### src/rtl/dac_pkg.sv
// Package: dac_pkg
// Purpose: Shared constants, the pacer state encoding and a saturating
//          increment helper for the DAC sample pacer and its FIFO.
// Contents:
//   DAC_WORD_W    - native DAC word width
//   RAMP_STEP     - increment applied to the built-in ramp per popped sample
//   SAT16         - saturation ceiling for the 16-bit event counters
//   pacer_state_t - IDLE / PRIME / RUN
//   sat_inc16()   - add one unless already at SAT16
package dac_pkg;

  localparam int          DAC_WORD_W = 16;
  localparam logic [15:0] RAMP_STEP  = 16'h1000;
  localparam logic [15:0] SAT16      = 16'hFFFF;

  typedef enum logic [1:0] {
    IDLE  = 2'd0,
    PRIME = 2'd1,
    RUN   = 2'd2
  } pacer_state_t;

  function automatic logic [15:0] sat_inc16(input logic [15:0] value);
    sat_inc16 = (value == SAT16) ? value : value + 16'd1;
  endfunction

endpackage

### src/rtl/dac_sample_fifo.sv
// Module: dac_sample_fifo
// Purpose: Synchronous FIFO with flush. Push is ignored when full, pop is
//          ignored when empty, and flush wins over both in the same cycle.
// Ports:
//   clk, rst_n  - clock, async active-low reset
//   flush       - clear pointers and level
//   push        - write push_data (ignored when full)
//   push_data   - sample to write
//   pop         - advance read pointer (ignored when empty)
//   head        - sample at the read pointer
//   full, empty - occupancy flags
//   level       - occupancy 0..DEPTH
module dac_sample_fifo #(
  parameter int DATA_W = 16,
  parameter int DEPTH  = 16,
  parameter int LVL_W  = $clog2(DEPTH) + 1
) (
  input  logic              clk,
  input  logic              rst_n,
  input  logic              flush,
  input  logic              push,
  input  logic [DATA_W-1:0] push_data,
  input  logic              pop,
  output logic [DATA_W-1:0] head,
  output logic              full,
  output logic              empty,
  output logic [LVL_W-1:0]  level
);

  localparam int PTR_W = $clog2(DEPTH);

  logic [DATA_W-1:0] mem [DEPTH];
  logic [PTR_W-1:0]  wr_ptr;
  logic [PTR_W-1:0]  rd_ptr;
  logic              do_push;
  logic              do_pop;

  assign full    = (level == LVL_W'(DEPTH));
  assign empty   = (level == '0);
  assign head    = mem[rd_ptr];
  // full is registered, so a pop in this cycle cannot make room for a push
  assign do_push = push && !full && !flush;
  assign do_pop  = pop && !empty && !flush;

  // Storage has no reset; only the pointers define what is valid.
  always_ff @(posedge clk) begin
    if (do_push) begin
      mem[wr_ptr] <= push_data;
    end
  end

  always_ff @(posedge clk or negedge rst_n) begin
    if (!rst_n) begin
      wr_ptr <= '0;
      rd_ptr <= '0;
      level  <= '0;
    end else if (flush) begin
      wr_ptr <= '0;
      rd_ptr <= '0;
      level  <= '0;
    end else begin
      if (do_push) begin
        wr_ptr <= wr_ptr + PTR_W'(1);
      end
      if (do_pop) begin
        rd_ptr <= rd_ptr + PTR_W'(1);
      end
      case ({do_push, do_pop})
        2'b10:   level <= level + LVL_W'(1);
        2'b01:   level <= level - LVL_W'(1);
        default: level <= level;
      endcase
    end
  end

endmodule

### src/rtl/dac_sample_pacer.sv
// Module: dac_sample_pacer
// Purpose: Buffers producer samples in a FIFO and releases exactly one sample
//          per SAMPLE_PERIOD clocks to the DAC serializer, counting underruns
//          (slot found the FIFO empty) and late slots (previous sample not yet
//          taken).
// Configuration macro: RAMP_TEST_EN - when defined, the FIFO input is replaced
//          by an internal ramp (0, +0x1000 per popped sample); s_ready is 0,
//          the source never reads empty and priming completes at once.
// Ports:
//   clk, rst_n     - clock, async active-low reset
//   enable         - run the pacer
//   flush          - 1-cycle pulse: empty FIFO, clear sticky flag and counters
//   s_data/s_valid/s_ready - producer side
//   m_data/m_valid/m_ready - DAC driver side
//   fifo_level     - FIFO occupancy
//   underrun       - sticky underrun flag
//   underrun_cnt   - saturating underrun slot count
//   late_cnt       - saturating late slot count
//   state          - current pacer state (observation)
//
// Handshake (both sides): a beat transfers on a clock edge where valid and
// ready are both high. m_valid, once raised, stays high with m_data frozen
// until that transfer; it drops the cycle after. s_ready is simply !full.
module dac_sample_pacer
  import dac_pkg::*;
#(
  parameter int DATA_W        = DAC_WORD_W,
  parameter int DEPTH         = 16,
  parameter int SAMPLE_PERIOD = 1000,
  parameter int PRIME_LEVEL   = 4
) (
  input  logic                       clk,
  input  logic                       rst_n,
  input  logic                       enable,
  input  logic                       flush,
  input  logic [DATA_W-1:0]          s_data,
  input  logic                       s_valid,
  output logic                       s_ready,
  output logic [DATA_W-1:0]          m_data,
  output logic                       m_valid,
  input  logic                       m_ready,
  output logic [$clog2(DEPTH):0]     fifo_level,
  output logic                       underrun,
  output logic [15:0]                underrun_cnt,
  output logic [15:0]                late_cnt,
  output pacer_state_t               state
);

  localparam int LVL_W = $clog2(DEPTH) + 1;
  localparam int TMR_W = $clog2(SAMPLE_PERIOD);

  logic [TMR_W-1:0]  timer;
  logic              tick;
  logic              stall;
  logic              src_empty;
  logic [DATA_W-1:0] src_head;
  logic              prime_ok;
  logic              do_pop;
  logic              do_under;
  logic              do_late;

  logic              fifo_push;
  logic              fifo_pop;
  logic              fifo_full;
  logic              fifo_empty;
  logic [DATA_W-1:0] fifo_head;
  logic [LVL_W-1:0]  fifo_lvl;

  // A slot only fires while running and still enabled; dropping enable on
  // the tick cycle returns to IDLE without consuming a sample.
  assign tick     = (state == RUN) && enable && (timer == TMR_W'(SAMPLE_PERIOD - 1));
  assign stall    = m_valid && !m_ready;
  assign do_late  = tick && stall;
  assign do_pop   = tick && !stall && !src_empty;
  assign do_under = tick && !stall && src_empty;

  dac_sample_fifo #(
    .DATA_W (DATA_W),
    .DEPTH  (DEPTH),
    .LVL_W  (LVL_W)
  ) u_fifo (
    .clk       (clk),
    .rst_n     (rst_n),
    .flush     (flush),
    .push      (fifo_push),
    .push_data (s_data),
    .pop       (fifo_pop),
    .head      (fifo_head),
    .full      (fifo_full),
    .empty     (fifo_empty),
    .level     (fifo_lvl)
  );

  assign fifo_level = fifo_lvl;

`ifdef RAMP_TEST_EN
  logic [DATA_W-1:0] ramp;

  assign fifo_push = 1'b0;
  assign fifo_pop  = 1'b0;
  assign s_ready   = 1'b0;
  assign src_empty = 1'b0;
  assign src_head  = ramp;
  assign prime_ok  = 1'b1;

  always_ff @(posedge clk or negedge rst_n) begin
    if (!rst_n) begin
      ramp <= '0;
    end else if (do_pop) begin
      ramp <= ramp + DATA_W'(RAMP_STEP);
    end
  end
`else
  assign fifo_push = s_valid;
  assign fifo_pop  = do_pop;
  assign s_ready   = !fifo_full;
  assign src_empty = fifo_empty;
  assign src_head  = fifo_head;
  assign prime_ok  = (fifo_lvl >= LVL_W'(PRIME_LEVEL));
`endif

  // Pacer FSM and slot timer. Timer is held at zero outside RUN so the
  // first slot lands SAMPLE_PERIOD clocks after entering RUN.
  always_ff @(posedge clk or negedge rst_n) begin
    if (!rst_n) begin
      state <= IDLE;
      timer <= '0;
    end else begin
      case (state)
        IDLE: begin
          timer <= '0;
          if (enable) state <= PRIME;
        end
        PRIME: begin
          timer <= '0;
          if (!enable)       state <= IDLE;
          else if (prime_ok) state <= RUN;
        end
        RUN: begin
          if (!enable) begin
            state <= IDLE;
            timer <= '0;
          end else if (timer == TMR_W'(SAMPLE_PERIOD - 1)) begin
            timer <= '0;
          end else begin
            timer <= timer + TMR_W'(1);
          end
        end
        default: begin
          state <= IDLE;
          timer <= '0;
        end
      endcase
    end
  end

  // Output register. An accepted beat clears m_valid, but a slot firing in
  // the same cycle re-arms it with the next sample. An underrun re-presents
  // the previous m_data.
  always_ff @(posedge clk or negedge rst_n) begin
    if (!rst_n) begin
      m_valid <= 1'b0;
      m_data  <= '0;
    end else begin
      if (m_valid && m_ready) begin
        m_valid <= 1'b0;
      end
      if (do_pop) begin
        m_data  <= src_head;
        m_valid <= 1'b1;
      end else if (do_under) begin
        m_valid <= 1'b1;
      end
    end
  end

  // Sticky flag and saturating counters; flush clears them.
  always_ff @(posedge clk or negedge rst_n) begin
    if (!rst_n) begin
      underrun     <= 1'b0;
      underrun_cnt <= '0;
      late_cnt     <= '0;
    end else if (flush) begin
      underrun     <= 1'b0;
      underrun_cnt <= '0;
      late_cnt     <= '0;
    end else begin
      if (do_late) begin
        late_cnt <= sat_inc16(late_cnt);
      end
      if (do_under) begin
        underrun     <= 1'b1;
        underrun_cnt <= sat_inc16(underrun_cnt);
      end
    end
  end

endmodule

### config.mk
export PLATFORM = sky130hd
export DESIGN_NAME = dac_sample_pacer
export DESIGN_NICKNAME = d
export VERILOG_FILES = /design/src/rtl/dac_pkg.sv /design/src/rtl/dac_sample_fifo.sv /design/src/rtl/dac_sample_pacer.sv
export SDC_FILE = /design/constraint.sdc
export NUM_CORES = 1
export LEC_CHECK = 0
export ABC_CLOCK_PERIOD_IN_PS = 8000
export CORE_UTILIZATION = 59
export CTS_CLUSTER_DIAMETER = 200
export DETAILED_ROUTE_END_ITERATION = 12
export GPL_ROUTABILITY_DRIVEN = 0
export PLACE_DENSITY = 0.8
export SYNTH_ARGS = -nofsm -noshare
export SYNTH_HDL_FRONTEND = slang
export SYNTH_HIERARCHICAL = 1
export SYNTH_SLANG_ARGS = --single-unit
### constraint.sdc
create_clock -name clk -period 8 [get_ports clk]
set_input_delay 1.2 -clock clk [delete_from_list [all_inputs] [get_ports clk]]
set_output_delay 1.2 -clock clk [all_outputs]
set_load 0.02 [all_outputs]
* After elaboration in Yosys (flattened, before gate mapping)
Memory sizes are Yosys's and may differ from the RTL's. A register that Yosys moved wholly into a read port is not among the register bits.
Cells that the tools add are included.
** Operators by class
- Shifts and indexed selects :: 0
- Multipliers :: 0
- Eq/ne operators :: 13
- Bitwise logic cells :: 0
- Multiplexer cells :: 27
- Reductions and logical operators :: 29
- Add/subtract/negate cells :: 7
- $lt $le $gt $ge :: 1
- Div/mod/pow operators :: 0
** Operators by type and width (count)
- $mux W16 :: 6
- $add A16 B1 Y16 const B :: 2
- $eq A16 B16 Y1 const B :: 2
- $mux W10 :: 3
- $mux W4 :: 4
- $logic_and A1 B1 Y1 :: 12
- $add A10 B1 Y10 const B :: 1
- $eq A10 B10 Y1 const B :: 1
- $pmux W5 S2 :: 1
- $add A4 B1 Y4 const B :: 2
- $mux W2 :: 4
- $ne A2 B2 Y1 const B :: 4
- $reduce_bool A2 Y1 :: 4
- $mux W1 :: 7
- $logic_not A1 Y1 :: 6
- $pmux W2 S3 :: 1
- $reduce_bool A3 Y1 :: 2
- $add A5 B1 Y5 const B :: 1
- $eq A5 B5 Y1 const B :: 1
- $ge A5 B3 Y1 const B :: 1
- $logic_not A5 Y1 :: 1
- $mux W5 :: 1
- $sub A5 B1 Y5 const B :: 1
- $eq A2 B1 Y1 const B :: 2
- other kinds (5) :: 7
** Word-level totals
- RAM bits :: 256
- Memories kept :: 1
- Register bits :: 59
- Bits in read-only memories :: 0
- Latch bits :: 0
** Memory list
- u_fifo.mem :: words 16, width 16, rd ports 1, clocked after Yosys merged registers in 1, wr ports 1, line dac_sample_fifo.sv:32 : logic [DATA_W-1:0] mem [DEPTH];

* Longest topological paths before layout
- Word-level depth :: 10
- Mapped depth :: 16
- Depth with buffers taken out :: 14

* Modules after synthesis
The synthesis kept the hierarchy.
** By module, submodules not included
- dac_sample_fifo :: area an instance 10731.5 sq um, cells an instance 593, instances 1, sequential area each 8012.7 sq um
- dac_sample_pacer :: area an instance 3093.0 sq um, cells an instance 297, instances 1, sequential area each 1551.5 sq um

* Worst setup path after synthesis
Ideal clock, no wire load.
- Kind :: input-to-reg
- From :: input port enable
- To :: register u_fifo.level[4]
- Cell stages on the path :: 14
- Setup time :: 0.078 ns
- Path slack :: 3.743 ns
- Arrival :: 4.178 ns
- Path through :: nand3b_1 > or4_4 > or3_1 > buf_6 > buf_6 > inv_1 > o21a_1 > nand2_1 > fa_1 > nand2b_1 > a21oi_1 > mux2i_1 > a32oi_1 > a21oi_1
** Between the ends
- Word-level cells in the longest chain between the ends :: 9
- Elaborated cells on any way between the ends :: 11
** Ends and longest elaborated chain
- from (decl) :: line dac_sample_pacer.sv:34 : input logic enable,
- $logic_and A1 B1 Y1 (*) (2 in a row) :: line dac_sample_pacer.sv:71 : assign tick = (state == RUN) && enable && (timer == TMR_W'(SAMPLE_PERIOD - 1));
- $logic_and A1 B1 Y1 (*) (2 in a row) :: line dac_sample_pacer.sv:74 : assign do_pop = tick && !stall && !src_empty;
- named net do_pop :: line dac_sample_pacer.sv:58 : logic do_pop;
- $logic_and A1 B1 Y1 (*) (2 in a row) :: line dac_sample_fifo.sv:43 : assign do_pop = pop && !empty && !flush;
- $eq A2 B1 Y1 or $eq A2 B2 Y1 (tied branches) :: line dac_sample_fifo.sv:68 : case ({do_push, do_pop})
- $pmux W5 S2 :: line dac_sample_fifo.sv:68
- $mux W5 :: line dac_sample_fifo.sv:57 : end else if (flush) begin
- to (signal assigned) :: line dac_sample_fifo.sv:69 : 2'b10: level <= level + LVL_W'(1);
- to (signal assigned) :: line dac_sample_fifo.sv:70 : 2'b01: level <= level - LVL_W'(1);
- to (signal assigned) :: line dac_sample_fifo.sv:71 : default: level <= level;
- to (decl) :: line dac_sample_fifo.sv:27 : output logic [LVL_W-1:0] level
The timed path passes the listed nets; every way through them passes the cells marked *.
A chain may end at the register's enable or synchronous reset.

* Final worst setup path
Same ends and word-level chain as after synthesis.

==> impl_metrics.py <==
metrics = {
    "setup_path": {
        "startpoint_type": "input port",
        "end_kind": "flop",
        "path_buf_inv": 3,
        "critPathRequiredTime_ns": 8.42,
        "timing.critical_path.arrival_ns": 5.04,
        "kind_of_cell_adding_the_most_delay_to_the_critical_path": "simple AND/OR/NAND/NOR gates",
        "worstPathMaxFanout": 17,
        "worst_path_most_repeated_cell": "sky130_fd_sc_hd__a21oi_1",
        "ff2ff_setup_slack_ns": 4.01,
        "critical_path.cell_chain": "clkdlybuf4s50_1, nand3b_1, or4_4, or3_1, buf_4, inv_1, o21a_1, nand2_1, fa_1, nand2b_1, a21oi_1, mux2i_1, a32oi_1, a21oi_1",
        "worst_path_largest_cell_delay_ns": 0.61,
        "timing.setup.critical_path_class": "input port to flop",
        "critical-path-slowest-cell": "sky130_fd_sc_hd__or4_4",
    },
    "drt": {
        "routed_via_density": 6.151,
        "remaining_drc_errors": 0,
        "first_iter_violations": 779,
        "wl_mm": 29.35,
        "drt-wirelength-per-cell_um": 22.13,
        "drt_pre_antenna_iters": 5,
        "detailroute.via_count": 8156,
        "count_of_nets_left_with_antenna_violations_after_detail_routing": 0,
    },
    "clock_tree": {
        "clock-sinks": 331,
        "cts_resized": 0,
        "cts_setup_buffers": 0,
        "cts_tree": "done",
        "cts_h_tree_lvls": 2,
        "clock_path_buffers": 3,
        "cts.clk_slew.worst_paths_ns": 0.06,
        "cts_buffers": 35,
        "cts_hold_buffers": 0,
        "clk_root_buffer_cell": "sky130_fd_sc_hd__clkbuf_16",
        "clock_latency_ns": 0.51,
    },
    "power_and_ir_drop": {
        "ir_worst_vdd_mv": 0.1931,
        "static-leakage-power_nw": 5.543,
        "power_per_cell_area_mw_per_mm2": 227.6,
    },
    "floorplanning": {
        "io_pins": 80,
        "chipHeight_um": 155.1,
        "floorplan.die.width_um": 155.1,
        "fp.dieArea_mm2": 0.02405,
        "placeableCoreArea_mm2": 0.02278,
        "start_util_pct": 60.69,
        "floorplan.rows": 55,
    },
    "sta": {
        "final-hold-violation-count": 0,
        "finalMaxSlewViolations": 0,
        "period_share_pct": 57.76,
        "fin_skew_ns": 0.01623,
        "timing.setup.tns_ns": 0,
        "final_period_demand_of_the_worst_path_ns": 4.621,
        "fmaxAchievable_ghz": 0.2164,
        "finalHoldWorstSlack_ns": 0.5126,
        "slew_headroom_pct": 21.05,
        "rsz_0062_raised_after_global_routing": "no",
        "least_margin_pin_slew_ns": 1.180,
        "setup_viol": 0,
    },
    "placement": {
        "portBuffers": 79,
        "dp_hpwl_mm": 16.87,
    },
    "synthesis": {
        "ys_async_sr_fraction_pct": 22.66,
        "yosys.area.top_type_share_pct": 55.61,
        "synth_top_flop_cell": "sky130_fd_sc_hd__edfxtp_1",
        "synth_cell_types": 56,
        "synth_sequential_area_ratio_pct": 69.18,
        "synth_top_cells_by_area": "sky130_fd_sc_hd__edfxtp_1, sky130_fd_sc_hd__dfrtp_1, sky130_fd_sc_hd__mux4_2, sky130_fd_sc_hd__mux2i_1, sky130_fd_sc_hd__mux2_2",
        "cell_taking_the_most_area_after_synthesis": "sky130_fd_sc_hd__edfxtp_1",
        "synth-edff-count": 256,
        "gate_count_post_synth": 890,
        "average_size_of_a_mapped_cell_um2": 15.53,
        "mappedNetlistArea_mm2": 0.01382,
        "yosysWarnings": 6,
        "synth-seq-cells": 331,
        "synth_fp_nets": 924,
    },
    "grt": {
        "grt_pass1_vias": 8050,
        "grt_use_total_pct": 25.30,
        "globalRoute.totalOverflow": 0,
        "globalRouteMet1Util_pct": 33.24,
        "wire_length_of_the_first_global_routing_pass_mm": 45.24,
        "antenna_found_initial": 0,
        "groute.layer.met2.usage_pct": 42.96,
        "top_usage_layer": "met2",
        "maximum_number_of_pins_on_one_net_before_global_route_repair": 76,
        "m3_gr_usage_pct": 4.429,
    },
    "cells_and_area": {
        "area_growth_from_synthesis_to_layout_pct": 17.13,
        "num-nets-final": 1021,
        "final_common_cell": "sky130_fd_sc_hd__edfxtp_1",
        "fin_util_pct": 71.09,
        "filler_cell_count": 1483,
        "most_frequent_cells_in_the_layout": "sky130_fd_sc_hd__edfxtp_1, sky130_fd_sc_hd__clkdlybuf4s50_1, sky130_fd_sc_hd__dfrtp_1",
        "drive_above_1_share_pct": 15.99,
        "antennaDiodeCount": 0,
    },
    "run": {
        "timing.max_cap.violations": 0,
    },
    "status": {
        "run_status": "finished clean",
    },
    "min_path": {
        "worst_hold_path_type": "flop to flop",
    },
}
[logic make-up (layout without fill, tap and decap cells)]
logic type	count (synthesis)	after routing	share of synthesized area (%)
compound gates	142	142	6.453
simple gates	203	203	7.440
fa+ha+maj	12	12	1.140
buf+inv	55	178	1.819
mux	125	125	12.57
xor+xnor	22	22	1.394
flops	331	331	69.18
[where the power goes]
| part | internal (W) | total, W | switching [W] |
|---|---|---|---|
| Sequential | 0.00187 | 0.00188 | 0.0000115 |
| Combinational | 0.0000452 | 0.000127 | 0.0000813 |
| Clock | 0.00105 | 0.00168 | 0.000622 |
| Total | 0.00297 | 0.00368 | 0.000715 |
[path summary, 6_finish.rpt]
check                      depth (start not counted)      start          endpoint
max in group asynchronous                          1      rst_n  u_fifo/rd_ptr[0]
max                                               14     enable   u_fifo/level[4]
min in group asynchronous                          1      rst_n   underrun_cnt[5]
min                                                1  m_data[0]         m_data[0]
min reg2reg                                        1  m_data[0]         m_data[0]
max reg2reg                                       14   timer[0]   u_fifo/level[4]
[stage by stage]
step	power, W	setup slack [ns]	std cells	cell area [um^2]
after floorplan	0.001978	3.743	890	13820
after global placement	0.002038	3.031	1263	14980
after detailed placement	0.002043	2.880	1263	14980
after CTS	0.003713	3.387	1326	16190
after global routing	0.003794	3.132	1326	16190
final	0.003685	3.379	1326	16190
[cell type report]
type	count	area (um^2)	share of cell area [%]
Inverter	14	52.55	0.3245
Multi-Input combinational cell	504	4019	24.82
Timing Repair Buffer	101	948.4	5.857
Tap cell	313	391.6	2.418
Sequential cell	331	9568	59.09
Clock inverter	12	185.2	1.144
Clock buffer	51	1028	6.351
[layer usage]
layer  vias up  wire [um]
met5         -          0
met4         0        742
met3        59       2049
met2       337      14740
met1      4114      11820
li1       3646          -
[cells in the mapped netlist, types with 16 or more instances]
cell type                    n
sky130_fd_sc_hd__edfxtp_1  256
sky130_fd_sc_hd__dfrtp_1    75
sky130_fd_sc_hd__clkbuf_1   21
sky130_fd_sc_hd__mux2i_1    51
sky130_fd_sc_hd__nand2_1    43
sky130_fd_sc_hd__a22oi_1    16
sky130_fd_sc_hd__a221oi_1   16
sky130_fd_sc_hd__nor2_1     67
sky130_fd_sc_hd__mux2_2     33
sky130_fd_sc_hd__mux4_2     32
sky130_fd_sc_hd__a21oi_1    40
sky130_fd_sc_hd__o21ai_0    44
[flip-flops by register name (all words and copies together) (netlist names)]
register and count:
underrun 1, m_data 16, underrun_cnt 16, u_fifo/wr_ptr 4, state 2, timer 10
m_valid 1, u_fifo/mem 256, u_fifo/rd_ptr 4, u_fifo/level 5, late_cnt 16
No activity file was read; power rests on OpenSTA's default activity.
